==> config.mk <==
export PLATFORM = sky130hd
export DESIGN_NAME = color_code_decoder
export DESIGN_NICKNAME = d
export VERILOG_FILES = /design/src/rtl/color_pkg.sv /design/src/rtl/color_evt_buf.sv /design/src/rtl/color_code_decoder.sv
export SDC_FILE = /design/constraint.sdc
export NUM_CORES = 1
export LEC_CHECK = 0
export BUFFER_PORTS_ARGS = -buffer_cell sky130_fd_sc_hd__buf_2
export CORE_MARGIN = 8
export CORE_UTILIZATION = 55
export DETAILED_ROUTE_END_ITERATION = 8
export PLACE_DENSITY = 0.89
export SYNTH_ARGS = -nofsm -noshare
export SYNTH_HDL_FRONTEND = slang
export SYNTH_SLANG_ARGS = --single-unit
==> constraint.sdc <==
create_clock -name clk -period 2.8 [get_ports clk]
set_clock_uncertainty 0.15 [all_clocks]
set_input_delay 0.28 -clock clk [delete_from_list [all_inputs] [get_ports clk]]
set_output_delay 0.28 -clock clk [all_outputs]
set_load 0.01 [all_outputs]
==> src/rtl/color_pkg.sv <==
// color_pkg: shared colour encodings and decoder state type
package color_pkg;
  typedef enum logic {COLOR_BLUE = 1'b0, COLOR_RED = 1'b1} color_state_e;
  typedef enum logic [1:0] {UNSYNC, BLUE, RED, ERROR} dec_state_e;
  localparam logic [1:0] COLOR_CODE_BLUE = 2'h1;
  localparam logic [1:0] COLOR_CODE_RED = 2'h2;
  function automatic logic code_legal(input logic [1:0] c);
    return c == COLOR_CODE_BLUE || c == COLOR_CODE_RED;
  endfunction
endpackage

==> src/rtl/color_evt_buf.sv <==
// color_evt_buf: one-entry valid/ready event register with sticky overflow flag
module color_evt_buf #(
  parameter int RUN_W = 8
) (
  input  logic             clk,
  input  logic             rst_n,
  input  logic             push,
  input  logic             push_color,
  input  logic [RUN_W-1:0] push_run,
  input  logic             evt_ready,
  output logic             evt_valid,
  output logic             evt_color,
  output logic [RUN_W-1:0] evt_run,
  output logic             evt_ovf
);
  logic pop;
  assign pop = evt_valid & evt_ready;
  // a push always loads; it only counts as lost data if the old entry was never taken
  always_ff @(posedge clk) begin
    if (!rst_n) begin
      evt_valid <= 1'b0;
      evt_color <= 1'b0;
      evt_run   <= '0;
      evt_ovf   <= 1'b0;
    end else if (push) begin
      evt_valid <= 1'b1;
      evt_color <= push_color;
      evt_run   <= push_run;
      evt_ovf   <= evt_ovf | (evt_valid & ~evt_ready);
    end else if (pop) begin
      evt_valid <= 1'b0;
    end
  end
endmodule

==> src/rtl/color_code_decoder.sv <==
// color_code_decoder: tracks encoder colour state from its wire code, counts changes and run lengths
module color_code_decoder
  import color_pkg::*;
#(
  parameter int CNT_W = 8,
  parameter int RUN_W = 8
) (
  input  logic             clk,
  input  logic             rst_n,
  input  logic             code_valid,
  input  logic [1:0]       code,
  input  logic             clear,
  output logic             locked,
  output logic             color,
  output logic             err,
  output logic [CNT_W-1:0] change_cnt,
  output logic             evt_valid,
  input  logic             evt_ready,
  output logic             evt_color,
  output logic [RUN_W-1:0] evt_run,
  output logic             evt_ovf
);
  dec_state_e       state, state_n;
  logic [RUN_W-1:0] run, run_n;
  logic [CNT_W-1:0] cnt_n;
  logic             push, same;
  assign locked = state == BLUE || state == RED;
  assign color  = state == RED;
  assign err    = state == ERROR;
  assign same   = (state == BLUE && code == COLOR_CODE_BLUE) || (state == RED && code == COLOR_CODE_RED);
  // state, run counter and change counter registers
  always_ff @(posedge clk) begin
    if (!rst_n) begin
      state      <= UNSYNC;
      run        <= '0;
      change_cnt <= '0;
    end else begin
      state      <= state_n;
      run        <= run_n;
      change_cnt <= cnt_n;
    end
  end
  // next state; clear wins over a sampled code, and ERROR ignores codes until cleared
  always_comb begin
    state_n = state;
    run_n   = run;
    cnt_n   = change_cnt;
    push    = 1'b0;
    if (clear) begin
      state_n = UNSYNC;
    end else if (code_valid) begin
      case (state)
        UNSYNC: begin
          state_n = !code_legal(code) ? ERROR : code == COLOR_CODE_BLUE ? BLUE : RED;
          run_n   = code_legal(code) ? RUN_W'(1) : run;
          cnt_n   = code_legal(code) ? '0 : change_cnt;
        end
        BLUE, RED: begin
          if (!code_legal(code)) begin
            state_n = ERROR;
          end else if (same) begin
            run_n = &run ? run : run + RUN_W'(1);
          end else begin
            state_n = state == BLUE ? RED : BLUE;
            run_n   = RUN_W'(1);
            cnt_n   = &change_cnt ? change_cnt : change_cnt + CNT_W'(1);
            push    = 1'b1;
          end
        end
        default: state_n = ERROR;
      endcase
    end
  end
  color_evt_buf #(.RUN_W(RUN_W)) u_evt_buf (
    .clk        (clk),
    .rst_n      (rst_n),
    .push       (push),
    .push_color (code == COLOR_CODE_RED),
    .push_run   (run),
    .evt_ready  (evt_ready),
    .evt_valid  (evt_valid),
    .evt_color  (evt_color),
    .evt_run    (evt_run),
    .evt_ovf    (evt_ovf)
  );
endmodule

# After elaboration in Yosys (flattened, before gate mapping)

Index checks and enable logic that the tools add are counted.

ROM bits: 0
Input bits: 7
Memories kept: 0
Bits in latches: 0
Bits in writable memories: 0
Bits in registers: 29

Multipliers: 0
Muxes and demuxes: 23
Divide/modulo/power cells: 0
Equal/unequal tests: 11
Order comparisons: 0
Bitwise gates (word level): 6
Reductions and logical operators: 15
Shift operators: 0
Add/sub/neg operators: 2

Operators with widths:

| operator                                                        | count |
|---|---|
| 8-bit 2-to-1 mux                                                | 8 |
| 8-bit one-hot mux with 2 select lines                           | 2 |
| 8-bit by 1-bit adder with 8-bit output, second input constant   | 2 |
| 8-bit AND reduction                                             | 2 |
| 2-bit 2-to-1 mux                                                | 5 |
| 2-bit inequality test, second input constant                    | 4 |
| 1-bit 2-to-1 mux                                                | 7 |
| 7-bit AND reduction                                             | 1 |
| 2-bit == test, second input constant                            | 3 |
| 3-bit inequality test, second input constant                    | 2 |
| 6-bit AND reduction                                             | 1 |
| 2-bit by 1-bit == test with 1-bit output, second input constant | 2 |
| 2-bit one-hot mux with 2 select lines                           | 1 |
| 2-bit nonzero test                                              | 2 |
| 2-bit OR reduction                                              | 2 |
| 1-bit logical OR                                                | 3 |
| 1-bit NOT                                                       | 3 |
| 1-bit AND                                                       | 2 |
| 1-bit logical AND                                               | 2 |
| 2-bit zero test                                                 | 1 |
| 2-bit AND reduction                                             | 1 |
| 1-bit OR                                                        | 1 |

# Longest topological paths before layout

Depth after elaboration: 9
Gate-level depth with buffers: 7

# Hierarchy

A second synthesis with hierarchy kept.

Cell total of the unflattened synthesis: 175
Area total of the unflattened synthesis: 1636.6 µm²

Modules (own cells, without submodules):

| module             | area an instance (µm²) | times used | cells an instance |
|---|---|---|---|
| color_code_decoder | 1226.2                 | 1          | 140 |
| color_evt_buf      | 410.4                  | 1          | 35 |

# Worst setup path after synthesis

No wires, ideal clock.

Path type: register to register
Start: register state[0]
End: register change_cnt[7]
Buffers on the path: 0
Arrival time: 1.695 ns
Setup time: 0.122 ns
Slack: 0.833 ns
Cell stages (with the launch flop): 7
Clock period less this slack: 1.967 ns
Cell sequence: dfxtp_1 -> inv_1 -> ha_1 -> a221o_1 -> nor4_2 -> nor4_1 -> a311o_1

Longest elaborated chain between the ends: 5

Ends and longest elaborated chain:

| element                                | RTL line                 | source |
|---|---|---|
| start: declaration                     | color_code_decoder.sv:23 | `dec_state_e state, state_n;` |
| start signal: assignment               | color_code_decoder.sv:38 | `state <= state_n;` |
| 2-bit == test (*)                      | --                       |  |
| net color                              | color_code_decoder.sv:14 | `output logic color,` |
| 1-bit logical AND                      | color_code_decoder.sv:30 | `assign same = (state == BLUE && code == COLOR_CODE_BLUE) \|\| (state == RED && code == COLOR_CODE_RED);` |
| 1-bit logical OR                       | color_code_decoder.sv:30 |  |
| 2-bit inequality test (no source line) | --                       |  |
| 7-bit AND reduction (no source line)   | --                       |  |
| end signal: assignment                 | color_code_decoder.sv:40 | `change_cnt <= cnt_n;` |
| end: declaration                       | color_code_decoder.sv:16 | `output logic [CNT_W-1:0] change_cnt,` |

Mark *: on every way through the listed nets, which the timed path passes. The rest lies on a longest branch.
A chain may end at the register's enable or synchronous reset.

# Worst setup path after layout

Start: register state[1]
End: register state[0]

Longest elaborated chain between the ends: 5

Ends and longest elaborated chain:

| element                                                                             | RTL line |
|---|---|
| 2-bit by 1-bit == test with 1-bit output / 2-bit == test (equally long branches)    | color_code_decoder.sv:30, color_code_decoder.sv:52, color_code_decoder.sv:64 |
| 2-bit 2-to-1 mux / 1-bit logical AND (equally long branches)                        | color_code_decoder.sv:64, color_code_decoder.sv:30 |
| 2-bit 2-to-1 mux / 1-bit logical OR (equally long branches)                         | color_code_decoder.sv:61, color_code_decoder.sv:30 |
| 2-bit 2-to-1 mux / 3-bit inequality test (equally long branches)                    | -- |
| 2-bit one-hot mux with 2 select lines / 2-bit AND reduction (equally long branches) | -- |

Parallel ways exist; a longest one is shown, timed or not. The select of a mux whose other input is x is not followed.

==> key figures <==
Clocking
  – Clock root cell: clkbuf_4
  – CTS tree: built
  – H-tree Lvls: 2
  – Total CTS buffers: 5
  – Reg clk slew, reported paths: 0.09 ns
  – Clk_lat worst skew: 0.32 ns
  – CTS Hold Bufs: 0
  – Setup Fix Bufs, Post-CTS: 0
  – Cts repair resizes: 0
  – Num Clock Sinks: 29
  – Clk buf depth: 2

Timing
  – Worst setup margin: 0.615 ns
  – Final Hold Fails: 0
  – Hold WS: 0.101 ns
  – Slew HR: 52.0%
  – Slew Limit Fails: 0
  – Final setup violating endpoints: 0
  – Fmax: 458 MHz
  – Worst-margin pin slew: 0.720 ns
  – Unrepaired setup endpoints after global routing: false
  – Post-route setup TNS: 0 ns
  – Final Cycle Share: 78.0%
  – Tmin final: 2.18 ns

Setup path
  – Worst path required time: 2.87 ns
  – Critical path's slowest cell: ha_1
  – CP bufs+invs: 2
  – Crit path max-delay family: compound AO/OA/AOI/OAI gates
  – Worst path max stage delay: 0.58 ns
  – Worst Path Arrival: 2.26 ns
  – Worst-path cell chain: inv_1, ha_1, inv_2, o31ai_2, a2111oi_0, a211oi_1
  – Worst Setup Path Type: flip-flop to flip-flop
  – Critical Path End Type: flip-flop
  – CP startpoint kind: flip-flop
  – Crit Path Max Fanout: 15
  – R2R Setup Slk: 0.62 ns

Synth
  – Post-synth EDFFs: 0
  – Ranking of synthesized cells by area: dfxtp_1 34%, ha_1 7.4%, mux2i_1 7.1%
  – Mapped Avg Cell Area: 8.79 µm²
  – Post-synthesis net count: 209
  – Post-synth top area share: 34.4%
  – Synth Cell Area: 1690 µm²
  – Register area share after synthesis: 34.4%
  – Largest area contributor in the netlist: dfxtp_1
  – Netlist cell types: 50
  – Ys Warns: 0
  – #FFs+latches synth: 29
  – Share of flip-flops with an asynchronous set or reset: 0%
  – Top FF cell, synth: dfxtp_1
  – Synth Instances: 192

Drt
  – Final routed DRC violation total: 0
  – Routed WL: 3.80 mm
  – Drt first pass iters: 4
  – Total number of vias: 1,560
  – Wire length per cell: 14.9 µm
  – ANT nets after route: 0
  – Via density: 6.12
  – 1st-iter DRT viols: 115

Floorplan
  – Initial Utilization: 56.7%
  – Die Ht: 71.4 µm
  – Die Area: 5100 µm²
  – Number of top-level pins: 29
  – Core Region: 2980 µm²
  – DIE WIDTH: 71.4 µm
  – # rows: 20

Final layout
  – Core Util, Final: 64.5%
  – Area grow syn2layout: 13.7%
  – Share of post-route cells with drive strength above 1: 22.1%
  – Antenna Cells: 0
  – Final net count: 238
  – Fillers: 249
  – Fin area: 1920 µm²

Placed design
  – Pre-CTS WS: 0.642 ns
  – PortBufs: 28
  – GP Congestion: 0.904
  – Placed Area: 1850 µm²
  – HPWL Detailed: 2.80 mm

Power
  – Max IR drop VDD: 0.317 mV
  – Leak: 0.850 nW
  – P per Cell Area: 414 nW/µm²

Job
  – Max-cap viol count: 0

GRT
  – Initial antenna violation count: 0
  – Vias in the first global route: 1,468
  – Global-route wire length before repair: 6.67 mm
  – GRT overflow: 0
  – Largest net degree at the start of global routing: 24
  – Total Routing Usage GR: 15.8%

Min path
  – Worst hold path type: input pin to flip-flop

Status
  – Status: finished, final reports clean
## sequential cells by signal (all words and copies together) (netlist names)
register	cells
u_evt_buf.evt_valid	1
u_evt_buf.evt_color	1
u_evt_buf.evt_ovf	1
change_cnt	8
state	2
run	8
u_evt_buf.evt_run	8
## Yosys cell counts, types with 2 or more instances
cell       count
o21a_1         4
nand3_1       11
o211ai_1       5
and2_1         2
a21oi_1        9
nand4_1        4
o21ai_0        5
a211oi_1       3
o2111ai_1      2
dfxtp_1       29
and3_1         4
nor2_1        17
nor3_1         2
nor4b_1        2
nor3b_2        3
a31oi_1        4
o31ai_2        2
inv_1         11
mux2i_1       12
or3_1          4
nand2_1       12
nand3b_1       2
clkbuf_1       6
nand2b_1       2
ha_1          10
## metal layers
layer	track usage (%)	wire, µm	up-vias
li1	-	-	776
met1	18.9	1680	720
met2	25.4	1850	55
met3	4.18	219	9
met4	7.39	57	0
met5	0	0	-
## worst reg2reg max path, delay by kind of cell (launching register included)
family | cells | cell delay, ns
AOI/OAI and AO/OA | 3 | 0.74
DFF | 1 | 0.36
adders and majority gates | 1 | 0.58
buffers and inverters | 2 | 0.26
## kinds of logic (layout without fill, tap and decap cells)
group / Yosys count / in the layout / synth area share, %
simple gates: 74 / 74 / 24.8
compound gates: 48 / 48 / 21.9
flops: 29 / 29 / 34.4
buf+inv: 19 / 49 / 4.30
mux: 12 / 12 / 7.12
fa+ha+maj: 10 / 10 / 7.41
## metrics by stage
step,cells,power (mW)
after global routing,255,0.831
final,255,0.795
after detailed placement,247,0.520
after floorplan,192,0.495
after global placement,247,0.518
after CTS,255,0.804
## power breakdown
part / internal (mW) / switching, mW / total [mW] / leakage [nW]
combinational: 0.0315 / 0.0599 / 0.0914 / 0.574
sequential: 0.415 / 0.00366 / 0.419 / 0.234
clock: 0.145 / 0.139 / 0.284 / 0.0413
## area by class of cell
| class | count | area [µm²] | share of cell area, % |
|---|---|---|---|
| Clock inverter | 1 | 5.00 | 0.261 |
| Multi-Input combinational cell | 144 | 1030 | 53.9 |
| Clock buffer | 7 | 65.1 | 3.39 |
| Timing Repair Buffer | 29 | 148 | 7.69 |
| Tap cell | 33 | 41.3 | 2.15 |
| Sequential cell | 29 | 581 | 30.2 |
| Inverter | 12 | 45.0 | 2.35 |
## worst paths after layout
kind	start	to	depth (start not counted)
max	state[1]$_SDFFE_PP0P_	state[0]$_SDFFE_PP0P_	6
min	evt_ready	u_evt_buf.evt_valid$_SDFFE_PN0P_	3
max reg2reg	state[1]$_SDFFE_PP0P_	state[0]$_SDFFE_PP0P_	6
min reg2reg	u_evt_buf.evt_ovf$_SDFFE_PN0P_	u_evt_buf.evt_ovf$_SDFFE_PN0P_	1
## placed cells by master (no fill, tap or decap), types with 3 or more instances in the layout
cell / Yosys / final
ha_1: 10 / 10
o21ai_0: 5 / 5
o211ai_1: 5 / 5
nor3b_2: 3 / 3
and3_1: 4 / 4
mux2i_1: 12 / 12
buf_2: 1 / 28
or3_1: 4 / 4
dfxtp_1: 29 / 29
nand4_1: 4 / 4
clkbuf_4: 0 / 5
nand2_1: 12 / 12
a21oi_1: 9 / 9
inv_1: 11 / 11
nand3_1: 11 / 11
nor2_1: 17 / 17
o21a_1: 4 / 4
a31oi_1: 4 / 4
a211oi_1: 3 / 3
(Power assumes the default switching activity.)
